==> src/rtl/fault_campaign_ctrl.sv <==
// rtl/fault_campaign_ctrl.sv - sequences a B-range sweep over every fault location/type
// and accumulates detected/masked statistics against a golden result.
module fault_campaign_ctrl #(
  parameter int B_W   = 4,
  parameter int A_W   = 8,
  parameter int Y_W   = 8,
  parameter int CNT_W = 9
) (
  input  logic             clk,
  input  logic             reset,
  input  logic             start,
  input  logic [A_W-1:0]   a_cfg,
  input  logic [B_W-1:0]   b_lo,
  input  logic [B_W-1:0]   b_hi,
  input  logic [Y_W-1:0]   y_in,
  output logic [B_W-1:0]   b_out,
  output logic [A_W-1:0]   a_out,
  output logic [2:0]       f_loc,
  output logic [1:0]       f_type,
  output logic             busy,
  output logic             done,
  output logic             err,
  output logic [CNT_W-1:0] det_cnt,
  output logic [CNT_W-1:0] mask_cnt,
  output logic [7:0]       det_loc
);

  typedef enum logic [1:0] {S_IDLE, S_GOLD, S_INJ, S_DONE} state_t;

  state_t         state;
  logic [B_W-1:0] b_hi_q;
  logic [Y_W-1:0] golden;

  always_ff @(posedge clk) begin
    if (reset) begin
      state    <= S_IDLE;
      b_hi_q   <= '0;
      golden   <= '0;
      b_out    <= '0;
      a_out    <= '0;
      f_loc    <= '0;
      f_type   <= '0;
      busy     <= 1'b0;
      done     <= 1'b0;
      err      <= 1'b0;
      det_cnt  <= '0;
      mask_cnt <= '0;
      det_loc  <= '0;
    end else begin
      done <= 1'b0;
      case (state)
        S_IDLE: begin
          if (start) begin
            det_cnt  <= '0;
            mask_cnt <= '0;
            det_loc  <= '0;
            b_hi_q   <= b_hi;
            if (a_cfg == '0 || b_lo > b_hi) begin
              err   <= 1'b1;
              done  <= 1'b1;
              state <= S_DONE;
            end else begin
              err    <= 1'b0;
              b_out  <= b_lo;
              a_out  <= a_cfg;
              f_loc  <= '0;
              f_type <= 2'b00;
              busy   <= 1'b1;
              state  <= S_GOLD;
            end
          end
        end
        S_GOLD: begin
          golden <= y_in;
          f_loc  <= '0;
          f_type <= 2'b01;
          state  <= S_INJ;
        end
        S_INJ: begin
          // datapath is combinational, so y_in already reflects this cycle's fault
          if (y_in != golden) begin
            det_cnt          <= det_cnt + CNT_W'(1);
            det_loc[f_loc]   <= 1'b1;
          end else begin
            mask_cnt <= mask_cnt + CNT_W'(1);
          end
          if (f_type != 2'b11) begin
            f_type <= f_type + 2'd1;
          end else if (f_loc != 3'd7) begin
            f_loc  <= f_loc + 3'd1;
            f_type <= 2'b01;
          end else if (b_out == b_hi_q) begin
            // compare before increment so b_hi at full scale never wraps
            f_loc  <= '0;
            f_type <= 2'b00;
            busy   <= 1'b0;
            done   <= 1'b1;
            state  <= S_DONE;
          end else begin
            b_out  <= b_out + B_W'(1);
            f_loc  <= '0;
            f_type <= 2'b00;
            state  <= S_GOLD;
          end
        end
        S_DONE: begin
          state <= S_IDLE;
        end
        default: state <= S_IDLE;
      endcase
    end
  end

endmodule

==> config.mk <==
export PLATFORM = sky130hd
export DESIGN_NAME = fault_campaign_ctrl
export DESIGN_NICKNAME = d
export VERILOG_FILES = /design/src/rtl/fault_campaign_ctrl.sv
export SDC_FILE = /design/constraint.sdc
export NUM_CORES = 1
export LEC_CHECK = 0
export ABC_AREA = 1
export CAP_MARGIN = 10
export CORE_MARGIN = 4
export CORE_UTILIZATION = 60
export CTS_BUF_LIST = sky130_fd_sc_hd__clkbuf_8
export DETAILED_ROUTE_END_ITERATION = 7
export DONT_BUFFER_PORTS = 1
export MAX_ROUTING_LAYER = met4
export PLACE_DENSITY = 0.76
export SLEW_MARGIN = 30
export SYNTH_ARGS = -nofsm -noshare
export SYNTH_HDL_FRONTEND = slang
export SYNTH_SLANG_ARGS = --single-unit
==> constraint.sdc <==
create_clock -name clk -period 1.46 [get_ports clk]
set_input_delay 0.219 -clock clk [delete_from_list [all_inputs] [get_ports clk]]
set_output_delay 0.219 -clock clk [all_outputs]
set_load 0.03 [all_outputs]
==> results.yml, run 1 <==
timing:
  worstMarginPinSlew_ps: 393.8
  maxSlewHeadroom: 0.7372
  setup-tns-final_ps: -2.664
  whs_ps: -72.32
  grt_setup_unrepaired: "true"
  worst_clock_skew_ps: 10.83
  slew_violations: 0
  min_period_over_period: 1.002
  timing.fmax_ghz: 0.6837
  setup_violations: 1
  setup_ws_ps: -2.664
  fin_crit_ps: 1463
  finalHoldViolations: 17
clocking:
  clk_path_buf_depth: 2
  cts_root_buffer: "clkbuf_8"
  clk_pin_slew_ps: 70
  clock-sinks: 60
  cts_tree: "done"
  clkLatencyLatePin_ps: 350
  numCtsBuffers: 9
  h-tree-depth: 3
setup_path:
  max_stage_delay_ps: 340
  crit_slowest_cell: "dfxtp_2"
  cp-start-kind: "flop"
  path_delay_family: "simple AND/OR/NAND/NOR gates"
  timing.rr.start: "state[0]$_SDFFE_PP0P_"
  worstPathCellList: "inv_4 > ha_4 > inv_1 > buf_6 > nor3b_1 > nand3_1 > a21oi_1"
  path_class: "reg2reg"
  end_kind: "flop"
  crit_path_start: "state[0]$_SDFFE_PP0P_"
  critPathArrivalTime_ps: 1740
  required_ps: 1730
  path_buf_inv: 3
  cp_max_fo: 12
place:
  gp_congestion: 0.9046
  io_buffers: 0
  place_inst: 612
  hpwl_um: 6002
yosys:
  avgSynthCellArea_um2: 6.679
  synthSimpleGateAreaFrac: 0.3102
  synth-edff-count: 0
  synthXorXnorAreaFrac: 0.03430
  synthAdderAreaFrac: 0.05654
  synth_area_um2: 3319
  muxShareOfSynthArea: 0
  synth_async_sr_flop_share: 0
  syn_inst: 497
  syn_nets: 539
  synth_compound_area_frac: 0.1293
  yosysWarnings: 0
  yosysSeqAreaShare: 0.3619
  synth_cell_types: 30
  ys_ff_latch: 60
  synthFlopType: "dfxtp_1"
  synth_top_family_by_area: "simple AND/OR/NAND/NOR gates"
routing:
  avgViaCountPerCell: 5.502
  vias: 3488
  drtIter0Drc: 267
  wl_per_cell_um: 14.62
  drc_errors: 0
  drtPass1Iterations: 5
  ant_nets: 0
  routed_wl_um: 9271
power_and_ir_drop:
  peakVddDrop_mv: 1.351
  p_clk_frac: 0.182
  p_total_w: 0.008193
  p_sw_w: 0.003514
  p_sw_frac: 0.4289
  power_density_nw_per_um2: 1875
  seq_power_share: 0.310
  p_int_w: 0.004679
  combPwrFrac: 0.508
  p_leak_nw: 1.950
floorplan:
  initial_core_util: 0.6338
  dieHeight_um: 82.38
  dieArea_um2: 6786
  num_rows: 26
  die_x_um: 82.38
  ioPinCount: 73
  core-area_um2: 5238
global_routing:
  track_usage: 0.2855
  grt_pass1_vias: 3351
  grt_max_degree: 20
  grt_pass1_wl_um: 14490
  antenna_found_initial: 0
  grt-ovfl-total: 0
cells_and_area:
  final_cells: 634
  final_common_cell: "nand2_1"
  final_cell_mix: "nand2_1, inv_1, nor2_1"
  final_util: 0.8342
  layout.nets: 601
  antenna_cells: 0
  areaGrowthSynthToFinish_pct: 31.62
  drive_gt1_frac: 0.2589
hold_path:
  worstHoldStart: "reset"
  worstHoldPathType: "in2reg"
flow_run:
  max-cap-violations: 0
outcome:
  violations: "hold timing, setup timing"
  status: "complete, but fails checks"
[registers in the layout (all words and copies together), names as in the netlist, 2 cells and up]
| register | count |
|---|---|
| golden | 8 |
| state | 2 |
| b_out | 4 |
| mask_cnt | 9 |
| det_cnt | 9 |
| b_hi_q | 4 |
| a_out | 8 |
| det_loc | 8 |
| f_loc | 3 |
| f_type | 2 |
[stage by stage]
stage | cell area, µm² | hold WS, ps | setup slack (ps)
2_1_floorplan | 3336 | 353.9 | -6.682
3_5_place_dp | 3815 | 285.6 | -128.8
6_report | 4369 | -72.32 | -2.664
5_1_grt | 4369 | -78.79 | -76.75
4_1_cts | 4134 | -76.97 | 4.550
3_3_place_gp | 3815 | 283.3 | -90.30
[power by group through the flow]
stage | Combinational, W | Sequential, W | Clock (W)
after global routing | 0.00455 | 0.00259 | 0.00157
after CTS | 0.00363 | 0.00251 | 0.00149
final | 0.00416 | 0.00254 | 0.00149
after floorplan | 0.00193 | 0.00275 | 0
after detailed placement | 0.00325 | 0.00251 | 0
after global placement | 0.00317 | 0.00249 | 0
[worst register-to-register path, delay by kind of cell, from the launching register on]
family	cells	cell delay, ps
buf+inv	3	330
fa+ha+maj	1	190
compound gates	1	140
flops	1	340
simple gates	2	390
[cell type report]
| type | count | area, µm² |
|---|---|---|
| well taps | 70 | 87.58 |
| inverters | 75 | 291.5 |
| fillers | 330 | 868.3 |
| clock buffers | 10 | 137.6 |
| repair buffers | 65 | 594.3 |
| clock inverters | 6 | 56.30 |
| flip-flops and latches | 60 | 1225 |
| multi-input cells | 348 | 1977 |
[Yosys cell counts, types with 2 or more instances]
cell type  instances  area share
o21ai_0           25       0.038
nor3b_1            3      0.0068
nand2_2            4      0.0075
nand3_1           42       0.063
dfxtp_1           60        0.36
nor2_1            67       0.076
a21oi_1           52       0.078
buf_2              4      0.0060
nand2_1          102        0.12
o21ai_1            3      0.0045
buf_4              3      0.0068
nor2_2             2      0.0038
xnor2_1           10       0.026
ha_1              15       0.057
nor2_4             2      0.0068
nand3_2            2      0.0060
nand4_1            8       0.015
inv_1             73       0.083
xor2_1             3      0.0079
o211ai_1           2      0.0045
clkbuf_1           6      0.0068
[cells by family after synthesis]
logic type / count (synthesis)
XOR/XNOR: 13
AO/OA/AOI/OAI: 84
flip-flops: 60
adder cells (fa/ha/maj): 15
buffers and inverters: 89
AND/OR/NAND/NOR: 236
[path summary, 6_finish.rpt]
kind              cells past startpoint  slack (ps)                        to
setup reg to reg                      7          -3   det_cnt[3]$_SDFFE_PP0P_
hold reg to reg                       2         500  mask_cnt[8]$_SDFFE_PP0P_
hold / removal                        1         -70  mask_cnt[1]$_SDFFE_PP0P_
setup / recovery                      7          -3   det_cnt[3]$_SDFFE_PP0P_
[routing by layer]
layer | routed length (µm) | GRT usage | vias to the layer above
li1 | - | - | 1713
met1 | 3671 | 0.3186 | 1592
met4 | 279 | 0.1329 | 0
met2 | 4616 | 0.4800 | 153
met5 | 0 | - | -
met3 | 703 | 0.06833 | 30
[what timing repair did]
action                                 CTS  global route
buffers inserted                         1             3
gates resized for setup                 18            58
pin swaps                                7            23
setup endpoints to repair               39            45
gates cloned                             1             1
endpoints found under the hold margin   17            17
(Power assumes the default switching activity.)
==> inputs of run 2 (changes only) <==
Settings changed: CELL_PAD_IN_SITES_DETAIL_PLACEMENT from default to 1, CELL_PAD_IN_SITES_GLOBAL_PLACEMENT from default to 1, CORE_UTILIZATION 60 to 41, PLACE_DENSITY 0.76 to default, PLACE_DENSITY_LB_ADDON from default to 0.1, REMOVE_ABC_BUFFERS from default to 1.
==> run 2 against run 1 <==
  * The flow still finishes with violations (hold timing, setup timing)
  * Largest power group unchanged
  * Critical path depth grew 2
  * First-iteration DRC count decreased by 70%
  * Highest routed layer unchanged
  * Via count rose by 0.54%
  * Die area grew 41%
  * Routed wire length grew 20%
  * Largest cell class unchanged
  * Count of clock-buffer cells in the layout unchanged
==> results.yml, run 2 (synthesis gave the netlist of run 1 again) <==
setup_path:
  cp_max_fo: 10
  cp-start-kind: "flop"
  required_ps: 1680
  path_class: "reg2reg"
  end_kind: "flop"
  critPathArrivalTime_ps: 1790
global_routing:
  grt_pass1_vias: 3623
  track_usage: 0.2118
  grt_max_degree: 22
  grt_pass1_wl_um: 16520
  antenna_found_initial: 0
  grt-ovfl-total: 0
routing:
  routed_wl_um: 11170
  drtIter0Drc: 79
  ant_nets: 0
  drtPass1Iterations: 4
  drc_errors: 0
  avgViaCountPerCell: 5.234
  vias: 3507
  wl_per_cell_um: 16.66
power_and_ir_drop:
  power_density_nw_per_um2: 1866
  peakVddDrop_mv: 0.7871
  p_leak_nw: 1.945
cells_and_area:
  layout.nets: 605
  final_cell_mix: "nand2_1, inv_1, nor2_1"
  drive_gt1_frac: 0.2905
  reg_top3: "det_cnt x9, mask_cnt x9"
  areaGrowthSynthToFinish_pct: 35.96
  antenna_cells: 0
  final_common_cell: "nand2_1"
place:
  io_buffers: 0
  hpwl_um: 7010
  post-place-ws_ps: -147.3
  gp_congestion: 0.8226
hold_path:
  worstHoldPathType: "in2reg"
timing:
  grt_setup_unrepaired: "true"
  worstMarginPinSlew_ps: 356.1
  whs_ps: -58.21
  maxSlewHeadroom: 0.7623
  finalHoldViolations: 17
  setup_ws_ps: -110.7
  slew_violations: 0
  setup-tns-final_ps: -600.6
  min_period_over_period: 1.076
  timing.fmax_ghz: 0.6367
  setup_violations: 20
  fin_crit_ps: 1571
  worst_clock_skew_ps: 10.00
flow_run:
  max-cap-violations: 0
clocking:
  postCtsHoldBufs: 1
  clkLatencyLatePin_ps: 340
  clock-sinks: 60
  clk_pin_slew_ps: 80
  numCtsBuffers: 9
  cts_tree: "done"
  cts_root_buffer: "clkbuf_8"
  clk_path_buf_depth: 2
  h-tree-depth: 3
floorplan:
  initial_core_util: 0.4252
  dieHeight_um: 97.98
  die_x_um: 97.98
  ioPinCount: 73
  num_rows: 32
  core-area_um2: 7807
  dieArea_um2: 9600
outcome:
  violations: "hold timing, setup timing"
  status: "complete, but fails checks"
[run 2: cell types whose count changed in the layout (fill, tap and decap cells not counted), sizes merged]
cell / delta
bufbuf: -1
bufinv: -1
inv: +1
clkinv: -1
clkinvlp: +1
dlygate4sd3: +1
buf: +4
[run 2: area by class of cell]
cell class	count	area [µm²]
fill	1029	3294
sequential	60	1214
timing repair buffer	69	633.1
multi-input combinational	348	2082
clock inverter	6	32.53
tap	102	127.6
clock buffer	10	137.6
inverter	75	286.5
[run 2: worst max-delay path, stage by stage, from the launching register on]
cell	delay (ps)
dfxtp_2	340
buf_6	130
ha_4	180
nor2_2	220
nor2_4	60
buf_12	150
nand2_8	100
inv_1	70
nor2_1	110
nor2_1	80
[run 2: repair_timing]
item	in CTS	in global routing
endpoints found under the setup margin	46	46
gates cloned	0	1
endpoints found under the hold margin	18	17
pin swaps	5	25
gates resized for setup	28	88
setup buffers	1	5
[run 2: final timing paths]
check / cells after the start / slack [ps] / end / startpoint
max: 9 / -110 / det_cnt[1]$_SDFFE_PP0P_ / state[1]$_SDFFE_PP0P_
max reg2reg: 9 / -110 / det_cnt[1]$_SDFFE_PP0P_ / state[1]$_SDFFE_PP0P_
min reg2reg: 2 / 490 / mask_cnt[1]$_SDFFE_PP0P_ / mask_cnt[1]$_SDFFE_PP0P_
min: 1 / -60 / mask_cnt[8]$_SDFFE_PP0P_ / reset
[run 2: power breakdown]
group	internal (W)	total, W	leakage [nW]	switching (W)
combinational	0.00188	0.00456	1.36	0.00268
clock	0.000644	0.00135	0.0907	0.000703
sequential	0.00202	0.00252	0.494	0.000498
[run 2: per-stage QoR]
| step | power [W] | area [µm²] | std cells | hold WS (ps) | utilization |
|---|---|---|---|---|---|
| CTS | 0.007473 | 4133 | 665 | -76.81 | 0.5293 |
| floorplan | 0.004538 | 3243 | 483 | 288.1 | - |
| detailed placement | 0.005903 | 3861 | 647 | 295.8 | 0.4946 |
| finish | 0.008421 | 4513 | 670 | -58.21 | 0.5780 |
| global route | 0.008994 | 4513 | 670 | -75.63 | 0.5780 |
| global placement | 0.005787 | 3861 | 647 | 293.0 | 0.4946 |
[run 2: layer usage]
metal  track usage  part of all wire  up-vias
li1              -                 -     1710
met3       0.05857             0.050       15
met5             -                 0        -
met4       0.05005             0.013        0
met2        0.3675              0.52       79
met1        0.2420              0.42     1703
